**config.mk**
```make
export PLATFORM = sky130hd
export DESIGN_NAME = buffer_unpacker
export DESIGN_NICKNAME = d
export VERILOG_FILES = /design/src/rtl/buffer_unpacker_pkg.sv /design/src/rtl/buffer_unpacker.sv
export SDC_FILE = /design/constraint.sdc
export NUM_CORES = 1
export LEC_CHECK = 0
export ABC_CLOCK_PERIOD_IN_PS = 2500
export CORE_MARGIN = 2
export CORE_UTILIZATION = 50
export DETAILED_ROUTE_END_ITERATION = 8
export GPL_ROUTABILITY_DRIVEN = 0
export HOLD_SLACK_MARGIN = 0.12
export PLACE_DENSITY = 0.89
export REMOVE_ABC_BUFFERS = 1
export SYNTH_ARGS = -nofsm -noshare
export SYNTH_HDL_FRONTEND = slang
export SYNTH_SLANG_ARGS = --single-unit
```
**constraint.sdc**
```tcl
create_clock -name clk -period 2.5 [get_ports clk]
set_clock_uncertainty 0.2 [all_clocks]
set_input_delay 0.5 -clock clk [delete_from_list [all_inputs] [get_ports clk]]
set_output_delay 0.5 -clock clk [all_outputs]
set_load 0.01 [all_outputs]
```
**src/rtl/buffer_unpacker_pkg.sv**
```systemverilog
// Shared definitions for the buffer unpacker.
//   state_e     : FSM encoding (IDLE / EMIT / GAP_WAIT)
//   clog2_min1  : ceil(log2(value)), never less than 1, used to size counters
package buffer_unpacker_pkg;

  typedef enum logic [1:0] {
    ST_IDLE     = 2'd0,
    ST_EMIT     = 2'd1,
    ST_GAP_WAIT = 2'd2
  } state_e;

  // A counter over 1 or 2 values still needs one bit.
  function automatic int clog2_min1(input int value);
    return (value <= 2) ? 1 : $clog2(value);
  endfunction

endpackage

```
**src/rtl/buffer_unpacker.sv**
```systemverilog
// buffer_unpacker
//   Drains the read side of a flow buffer one IN_WIDTH word at a time and
//   replays each word as IN_WIDTH/OUT_WIDTH narrower sub-words on a strobe
//   stream, with optional idle cycles between sub-words and a downstream stall.
//
// Ports
//   clk          in   1          clock
//   rst_n        in   1          synchronous, active-low reset
//   read_full    in   1          buffer head valid (already post-pop while read_delete=1)
//   read_data    in   IN_WIDTH   buffer head word (already post-pop while read_delete=1)
//   read_delete  out  1          registered pop strobe, one cycle per captured word
//   out_ready    in   1          downstream accepts a sub-word this cycle
//   out_nd       out  1          registered strobe: out_data valid
//   out_data     out  OUT_WIDTH  registered sub-word
//   busy         out  1          a word is held (FSM not idle)
module buffer_unpacker
  import buffer_unpacker_pkg::*;
#(
  parameter int IN_WIDTH  = 32,
  parameter int OUT_WIDTH = 8,
  parameter bit MSB_FIRST = 1'b1,
  parameter int GAP       = 0
) (
  input  logic                 clk,
  input  logic                 rst_n,
  input  logic                 read_full,
  input  logic [IN_WIDTH-1:0]  read_data,
  output logic                 read_delete,
  input  logic                 out_ready,
  output logic                 out_nd,
  output logic [OUT_WIDTH-1:0] out_data,
  output logic                 busy
);

  localparam int N     = IN_WIDTH / OUT_WIDTH;
  localparam int IDX_W = clog2_min1(N);
  localparam int GAP_W = clog2_min1(GAP + 1);
  localparam int SLOTS = 2 ** IDX_W;

  localparam logic [IDX_W-1:0] IDX_LAST   = IDX_W'(N - 1);
  localparam logic [GAP_W-1:0] GAP_RELOAD = GAP_W'((GAP > 0) ? GAP - 1 : 0);

  if ((IN_WIDTH % OUT_WIDTH) != 0) begin : g_width_check
    $error("buffer_unpacker: IN_WIDTH (%0d) is not a multiple of OUT_WIDTH (%0d)",
           IN_WIDTH, OUT_WIDTH);
  end

  state_e                state_q;
  logic [IN_WIDTH-1:0]   shreg_q;
  logic [IDX_W-1:0]      idx_q;
  logic [GAP_W-1:0]      gap_cnt_q;
  // Set when the sub-word just emitted was the last of its word, so that
  // GAP_WAIT knows whether to resume emitting or return to IDLE.
  logic                  last_q;

  // Sub-word table indexed by idx_q; padded to a power of two so every idx
  // value selects a defined entry.
  logic [OUT_WIDTH-1:0]  slice_w [SLOTS];

  for (genvar gi = 0; gi < SLOTS; gi++) begin : g_slice
    if (gi >= N) begin : g_pad
      assign slice_w[gi] = '0;
    end else if (MSB_FIRST) begin : g_msb
      assign slice_w[gi] = shreg_q[IN_WIDTH-1-gi*OUT_WIDTH -: OUT_WIDTH];
    end else begin : g_lsb
      assign slice_w[gi] = shreg_q[gi*OUT_WIDTH +: OUT_WIDTH];
    end
  end

  assign busy = (state_q != ST_IDLE);

  // read_delete is only ever set from registered state plus a sampled
  // read_full, never combinationally, because the buffer muxes on it.
  always_ff @(posedge clk) begin
    if (!rst_n) begin
      state_q     <= ST_IDLE;
      shreg_q     <= '0;
      idx_q       <= '0;
      gap_cnt_q   <= '0;
      last_q      <= 1'b0;
      read_delete <= 1'b0;
      out_nd      <= 1'b0;
      out_data    <= '0;
    end else begin
      read_delete <= 1'b0;
      out_nd      <= 1'b0;
      case (state_q)
        ST_IDLE: begin
          if (read_full) begin
            shreg_q     <= read_data;
            idx_q       <= '0;
            read_delete <= 1'b1;
            state_q     <= ST_EMIT;
          end
        end

        ST_EMIT: begin
          if (out_ready) begin
            out_nd   <= 1'b1;
            out_data <= slice_w[idx_q];
            if (idx_q != IDX_LAST) begin
              idx_q <= idx_q + 1'b1;
              if (GAP > 0) begin
                gap_cnt_q <= GAP_RELOAD;
                last_q    <= 1'b0;
                state_q   <= ST_GAP_WAIT;
              end
            end else if (GAP > 0) begin
              gap_cnt_q <= GAP_RELOAD;
              last_q    <= 1'b1;
              state_q   <= ST_GAP_WAIT;
            end else if (read_full) begin
              // Head already shows the next entry: chain words without a bubble.
              shreg_q     <= read_data;
              idx_q       <= '0;
              read_delete <= 1'b1;
            end else begin
              state_q <= ST_IDLE;
            end
          end
        end

        ST_GAP_WAIT: begin
          if (gap_cnt_q == '0) begin
            state_q <= last_q ? ST_IDLE : ST_EMIT;
          end else begin
            gap_cnt_q <= gap_cnt_q - 1'b1;
          end
        end

        default: state_q <= ST_IDLE;
      endcase
    end
  end

endmodule

```
# Yosys cells after proc, flatten, opt, wreduce, memory -nomap -nowiden
# Index checks and enable logic that the tools add are counted.
# word_totals
regBits	47
input_bits	36
romBits	0
output_inout_bits	11
latch_bits	0
mem_bits_rw	0
n_memories	0
# classes
n_bitwise	1
add_sub_neg	2
n_lt_le_gt_ge	1
shift	0
div	0
eq_ne	8
multipliers	0
mux	23
n_reduce_logical	8
# op_table
op	count
32-bit 2-to-1 mux	3
32-bit one-hot mux with 2 select lines	1
8-bit binary-select mux with 2-bit select	1
2-bit 2-to-1 mux	8
8-bit 2-to-1 mux	2
2-bit inequality test (second input constant)	6
2-bit one-hot mux with 3 select lines	1
2-bit AND reduction	3
1-bit 2-to-1 mux	5
5-bit AND reduction	1
2-bit one-hot mux with 2 select lines	1
2-bit nonzero test	2
3-bit greater-or-equal comparator (second input constant)	1
2-bit NOT with 3-bit output	1
3-bit AND reduction	1
2-bit by 1-bit adder with 2-bit output (second input constant)	1
2-bit by 1-bit equality test with 1-bit output (second input constant)	1
2-bit equality test (second input constant)	1
2-bit logical NOT	1
1-bit one-hot mux with 2 select lines	1
1-bit subtractor (second input constant)	1

# Depth between registers and ports, before layout
# Gate-level depths: netlist of the first run.
# depth
ltp_word	4
depth_mapped	6
ltp_nobuf	4

# Least setup slack after synthesis of the first run
# No wires, ideal clock.
# synth_timing
path_type	in2reg
from	in out_ready
to	reg shreg_q[0]
path_stages	6
path_buffers	3
setup_slack_ns	0.747
setup_ns	0.117
t_arrival_ns	1.436
t_required_ns	2.183
path_cell_list	buf_2 -> a21bo_2 -> and3_4 -> buf_6 -> buf_6 -> a22o_1
# synth_between
elab_chain_cells	2
# synth_rtl
item	line	rtl
start: declaration	buffer_unpacker.sv:29	input logic out_ready,
2-bit inequality test (no line)	-	
3-bit AND reduction (no line)	-	
end signal: assignment	buffer_unpacker.sv:90	shreg_q <= read_data;
end signal: assignment	buffer_unpacker.sv:114	shreg_q <= read_data;
end: declaration	buffer_unpacker.sv:49	logic [IN_WIDTH-1:0] shreg_q;
# Every way passes these cells.
# A chain may end at the register's enable or synchronous reset.

# Worst setup path after layout of the first run
# layout_timing
from	reg state_q[0]
to	out busy
# layout_between
elab_chain_cells	1
# layout_rtl
item	line	rtl
start: declaration	buffer_unpacker.sv:48	state_e state_q;
start signal: assignment	buffer_unpacker.sv:125	state_q <= last_q ? ST_IDLE : ST_EMIT;
2-bit nonzero test	buffer_unpacker.sv:70	assign busy = (state_q != ST_IDLE);
end: declaration	buffer_unpacker.sv:32	output logic busy
# Every way passes these cells.

==> metrics, run 1 <==
status complete, no violations; global route total overflow 0; met3 usage 7.867%; VDD IR max 0.4076 mV; FP Rows 21; Post-synth EDFFs 0; estimated wirelength of the detail-placed design 2688 um; nets@finish between 200 and 250; Sw Share 25.03%; CP peak stage delay 0.58 ns; Vias 1,307; Mapped Area 0.001687 mm2; Reg power frac between 60% and 70%; drt drc 0; Area Growth Syn to Fin 30.71%; first-pass GRT wire length around 5700 um; Mapped Cells 140; top_reg_cell synth dfxtp_1; Syn. warnings 0; crit-path cells clkdlybuf4s50_1; TritonCTS Buffers 5; post-route ant nets 0; Critical Path AT 1.40 ns; RSZ-0062 raised after global routing no; Post-CTS Hold Buffers 0; met2 GRT Util 34.82%; Worst Max-Slew Pin Slew 0.4221 ns; Sink Count 45; Clk network pwr share 26.9%; power share of the combinational group 12.9%; Final Max Tran Viols 0; Syn Area/Cell 12.05 um2; clk buf depth 2; vias in the first global route about 1,300; Fin. Hold Viols 0; root buf cell clkbuf_4; max-cap violations 0; HP Class reg2reg; Die ar. 0.003854 mm2; die height 62.08 um; Relative slew margins a little under three quarters; Yosys cell types 23; Total GRT Usage 21.12%; cell leakage power ~0.81 nW; Worst path slowest cell clkdlybuf4s50_1; Die Width 62.08 um; count of final setup violators 0; largest net degree at the start of global routing 34; register bit count reported by yosys between 40 and 50; Initial Util 51.35%; share of the yosys chip area belonging to registers 53.41%; worst path required time 1.80 ns; Port Buf Inserts 46; proportion of netlist area held by the largest area contributor 53.41%; Final Cycle Share a little over four fifths; Max FO, Critical Path 8; I/O pin count 47; clock period minus worst slack 2.096 ns; Resized cells post-CTS 0; initial antenna violation count 0; Final Non-Filler Cells 233; CTS tree done; Core Box Area between 0.003 and 0.004 mm2; Post-Place Cells 225; initial DRC count just under 70; share of layout cells above drive strength 1 8.556%; CTS H-tree lvls 2; M1 GR Usage about a quarter; delay-heaviest family, CP buffers and inverters; Async S/R FF share, synth 0%; CP Launch Type flip-flop; switching power between 300 and 400 uW; post-DR vias/cell 5.609; largest area contributor in the netlist dfxtp_1; # Post-CTS Setup Buffers 0; per-cell routed wire length 16.01 um; Max Fclk around 480 MHz; Worst Setup End Kind primary output; ranking of synthesized cells by area dfxtp_1, a22o_1, mux2i_1, o221ai_1, buf_6; Pwr Density between 500 and 600 mW/mm2; Worst Path Buf+Inv 1; TNS Setup 0 ns; Clk Latency, worst-skew pair 0.36 ns; CTS clock-pin slew for the worst setup and hold paths 0.13 ns; Initial DRT Pass Iterations 4; Post-Route WL 3730 um; most common cell in the netlist dfxtp_1; worst setup path class reg2out; top cells by count, synth dfxtp_1, a22o_1, mux2i_1; Top Usage Layer GRT met2; diode count 0; P_int a little under 1 mW
[power by group through the flow]
stage | registers [mW] | logic [mW] | clock network, mW
after detailed placement | 0.792 | 0.165 | 0
after global routing | 0.780 | 0.178 | 0.383
after global placement | 0.789 | 0.158 | 0
after CTS | 0.776 | 0.166 | 0.350
after floorplan | 0.792 | 0.0652 | 0
final | 0.776 | 0.166 | 0.346
[flip-flops by register name (all words and copies together) (netlist names)]
name         cells
out_nd           1
state_q          1
read_delete      1
idx_q            2
shreg_q         32
out_data         8
[cell usage in the layout, fill, tap and decap left out]
cell type        Yosys  final
a21boi_2             2      2
clkdlybuf4s50_1      0     46
clkbuf_4             0      5
nand2_1              2      2
o221ai_1             8      8
and3_1               1      1
a21bo_2              1      1
and3_4               1      1
o21ai_0              2      2
buf_4                4      5
ha_1                 1      1
nand3_1              8      8
dfxtp_1             45     45
a21boi_0             1      1
nand4_1              1      1
o2111ai_1            1      1
nand4b_1             1      1
or3_1                1      1
mux2i_1             17     17
clkinvlp_4           0      2
nor2b_1              1      1
inv_1                2      2
a22o_1              32     32
clkbuf_1             1      1
[cells by family (layout without fill, tap and decap cells)]
kind of cell	count (synthesis)	after routing	share of synthesized area [%]
buffers and inverters	14	61	6.008
adder cells (fa/ha/maj)	1	1	0.7417
flip-flops	45	45	53.41
AO/OA/AOI/OAI	47	47	24.26
AND/OR/NAND/NOR	16	16	5.491
multiplexers	17	17	10.09
[per-stage QoR]
stage	total power [mW]	worst slack, ns	hold WS (ns)	utilization, %	cell area, um2
after floorplan	0.8569	0.1193	0.2486	-	1593
final	1.288	0.4042	0.2959	67.12	2205
after detailed placement	0.9572	0.3267	0.2656	65.41	2148
after global routing	1.341	0.3025	0.3079	67.12	2205
after global placement	0.9469	0.4189	0.2598	65.41	2148
after CTS	1.292	0.3827	0.2967	67.12	2205
[area by class of cell]
| cell class | count | area, um2 |
|---|---|---|
| fillers | 272 | 1080 |
| flip-flops and latches | 45 | 900.9 |
| multi-input cells | 81 | 684.4 |
| repair buffers | 51 | 498.0 |
| well taps | 46 | 57.56 |
| clock buffers | 6 | 41.29 |
| clock inverters | 2 | 15.01 |
| inverters | 2 | 7.507 |
[routing by layer]
layer	part of all wire [%]	routed length [um]
met3	3.6	136
met5	0	0
met2	53	1964
met1	42	1548
met4	2.1	80
[final timing paths]
path	from	to	slack, ns	depth (start not counted)
setup / recovery	state_q[0]	busy	0.40	1
hold / removal	shreg_q[15]	shreg_q[15]	0.30	1
setup reg to reg	idx_q[1]	shreg_q[17]	0.71	4
hold reg to reg	shreg_q[15]	shreg_q[15]	0.30	1
No activity file was read; power rests on OpenSTA's default activity.
==> run 2: changes to the inputs <==
--- a/config.mk
+++ b/config.mk
@@ -5,13 +5,13 @@
 export SDC_FILE = /design/constraint.sdc
 export NUM_CORES = 1
 export LEC_CHECK = 0
-export ABC_CLOCK_PERIOD_IN_PS = 2500
+export ABC_CLOCK_PERIOD_IN_PS = 1720
 export CORE_MARGIN = 2
-export CORE_UTILIZATION = 50
+export CORE_UTILIZATION = 42
 export DETAILED_ROUTE_END_ITERATION = 8
 export GPL_ROUTABILITY_DRIVEN = 0
 export HOLD_SLACK_MARGIN = 0.12
-export PLACE_DENSITY = 0.89
+export PLACE_DENSITY = 0.8
 export REMOVE_ABC_BUFFERS = 1
 export SYNTH_ARGS = -nofsm -noshare
 export SYNTH_HDL_FRONTEND = slang
==> constraint.sdc (replaced) <==
create_clock -name clk -period 1.72 [get_ports clk]
set_clock_uncertainty 0.2 [all_clocks]
set_input_delay 0.344 -clock clk [delete_from_list [all_inputs] [get_ports clk]]
set_output_delay 0.344 -clock clk [all_outputs]
set_load 0.01 [all_outputs]
==> run 2 against run 1 <==
Net effect:
- combinational power increased by 54%
- worst hold slack got worse by 0.011 ns
- routed wire length increased by 9.6%
- global-route usage decreased by 1.5 points
- register-to-register slack got worse by 0.62 ns
- final cell count increased by 5.2%
- first-iteration DRC count increased by 19%
- die area increased by 18%
- utilization decreased by 7.9 points
- via count increased by 4.1%
- clock power increased by 120%
- critical endpoint is now read_delete
==> metrics, run 2 (synthesis results as in run 1) <==
status complete, no violations; vias in the first global route between 1,000 and 1,500; met2 routed WL 1965 um; VDD IR max 0.5761 mV; worst path required time 1.18 ns; design area approximately 0.0023 mm2; fin util 59.22%; count of final setup violators 0; Core Box Area slightly below 0.004 mm2; Total GRT Usage 19.63%; Initial Util 42.78%; total power 2.137 mW; Pwr Density 915.3 mW/mm2; Critical Path AT 1.13 ns; Reg power frac 52.7%; die height 67.37 um; CP peak stage delay about 0.53 ns; Final WS setup 0.04566 ns; FP Rows 23; HP Class reg2reg; crit-path cells clkdlybuf4s50_1; Largest regs shreg_q (32), out_data (8), idx_q (2); post-DR vias/cell 5.551; first-pass GRT wire length 6444 um; leading cell type in the layout, fill and taps excluded dfxtp_1; Clk network pwr share between 30% and 40%; P_int 1.671 mW; share of layout cells above drive strength 1 13.85%; per-cell routed wire length 16.69 um; Die ar. 0.004539 mm2; drt drc 0; CTS clock-pin slew for the worst setup and hold paths 0.08 ns; post-route ant nets 0; power share of the combinational group about an eighth; CTS tree done; Worst path slowest cell clkdlybuf4s50_1; diode count 0; flop2flop setup slack 0.09 ns; switching power approximately 470 uW; Worst Path Buf+Inv 1; max-cap violations 0; Final Non-Filler Cells 245; Post-Route WL 4089 um; estimated wirelength of the detail-placed design between 2000 and 3000 um; initial DRC count 82; Sink Count between 40 and 50; Post-Place Setup Slack -0.1947 ns; Final Max Tran Viols 0; most frequent cells in the layout dfxtp_1, clkdlybuf4s50_1, a22o_1; global route total overflow 0; Crit. Startpoint read_delete; most flop-heavy register shreg_q; worst setup path class reg2out; metal3 WL between 200 and 300 um; clk buf depth 2; Port Buf Inserts 46; Vias about 1,400; Relative slew margins 79.77%; I/O pin count 47; filler instances 315; Area Growth Syn to Fin 38.43%; Worst Max-Slew Pin Slew 0.3024 ns; max reg flops 32; root buf cell clkbuf_8; initial antenna violation count 0; Sw Share 21.80%; Clk Latency, worst-skew pair 0.29 ns; CTS H-tree lvls 2; Fin. Hold Viols 0; delay-heaviest family, CP buffers and inverters; M1 WL 1789 um; Max FO, Critical Path 1; Initial DRT Pass Iterations 4; R2R Path Start idx_q[1]; TritonCTS Buffers 5; Final Cycle Share between 90% and 100%; clock period minus worst slack 1.674 ns; RSZ-0062 raised after global routing no; Hold Path Origin shreg_q[22]; CP Launch Type flip-flop; placed cell areas 0.002213 mm2; multi-input logic area just over 700 um2; Post-Place Cells 237; Max Fclk 597.3 MHz; cell leakage power 0.9334 nW; sequential cell area 902.1 um2; Worst Setup End Kind primary output; largest net degree at the start of global routing 19; nets@finish 232; DR top layer met4; Die Width 67.37 um
[run 2: changes by cell type in the layout (fill, tap and decap cells not counted), moves of 2 or more]
cell	before	now
dlygate4sd2_1	0	8
clkbuf_8	0	5
clkdlybuf4s50_1	46	37
clkbuf_4	5	0
clkinvlp_4	2	0
buf_4	5	13
[run 2: final cells by class]
class	instances	share of cell area, %
Clock buffer	5	2.947
Clock inverter	2	1.501
Inverter	2	0.3215
Multi-Input combinational cell	82	30.33
Sequential cell	45	38.64
Tap cell	50	2.680
Timing Repair Buffer	59	23.58
[run 2: repair_timing]
item                                    4_1_cts  5_1_grt
pin swaps                                     0        0
gates resized for setup                       9        4
gates cloned                                  1        0
buffers inserted                              0        0
endpoints found under the setup margin       26       34
hold buffers                                  0        0
[run 2: worst paths after layout]
| kind | endpoint | cells after the start |
|---|---|---|
| worst min register to register | shreg_q[22] | 1 |
| worst max register to register | shreg_q[7] | 5 |
| worst max-delay path | read_delete | 1 |
| worst min-delay path | shreg_q[22] | 1 |
[run 2: routing by layer]
layer  GRT usage (%)  vias up
met5               0        -
met4           6.633        0
met3           6.667        5
met2           32.92       49
met1           23.47      654
li1                -      652
[run 2: power groups by stage]
stage	combinational, mW	clock (mW)	sequential (mW)
6_report	0.255	0.755	1.13
5_1_grt	0.276	0.813	1.13
4_1_cts	0.255	0.770	1.12
3_5_place_dp	0.251	0	1.15
3_3_place_gp	0.241	0	1.15
2_1_floorplan	0.0948	0	1.15
[run 2: stage by stage]
| stage | TNS (ns) | hold slack, ns |
|---|---|---|
| final | 0 | 0.2848 |
| after global routing | 0 | 0.2970 |
| after global placement | -3.786 | 0.2609 |
| after CTS | 0 | 0.2862 |
| after detailed placement | -5.984 | 0.2679 |
| after floorplan | -21.37 | 0.2486 |
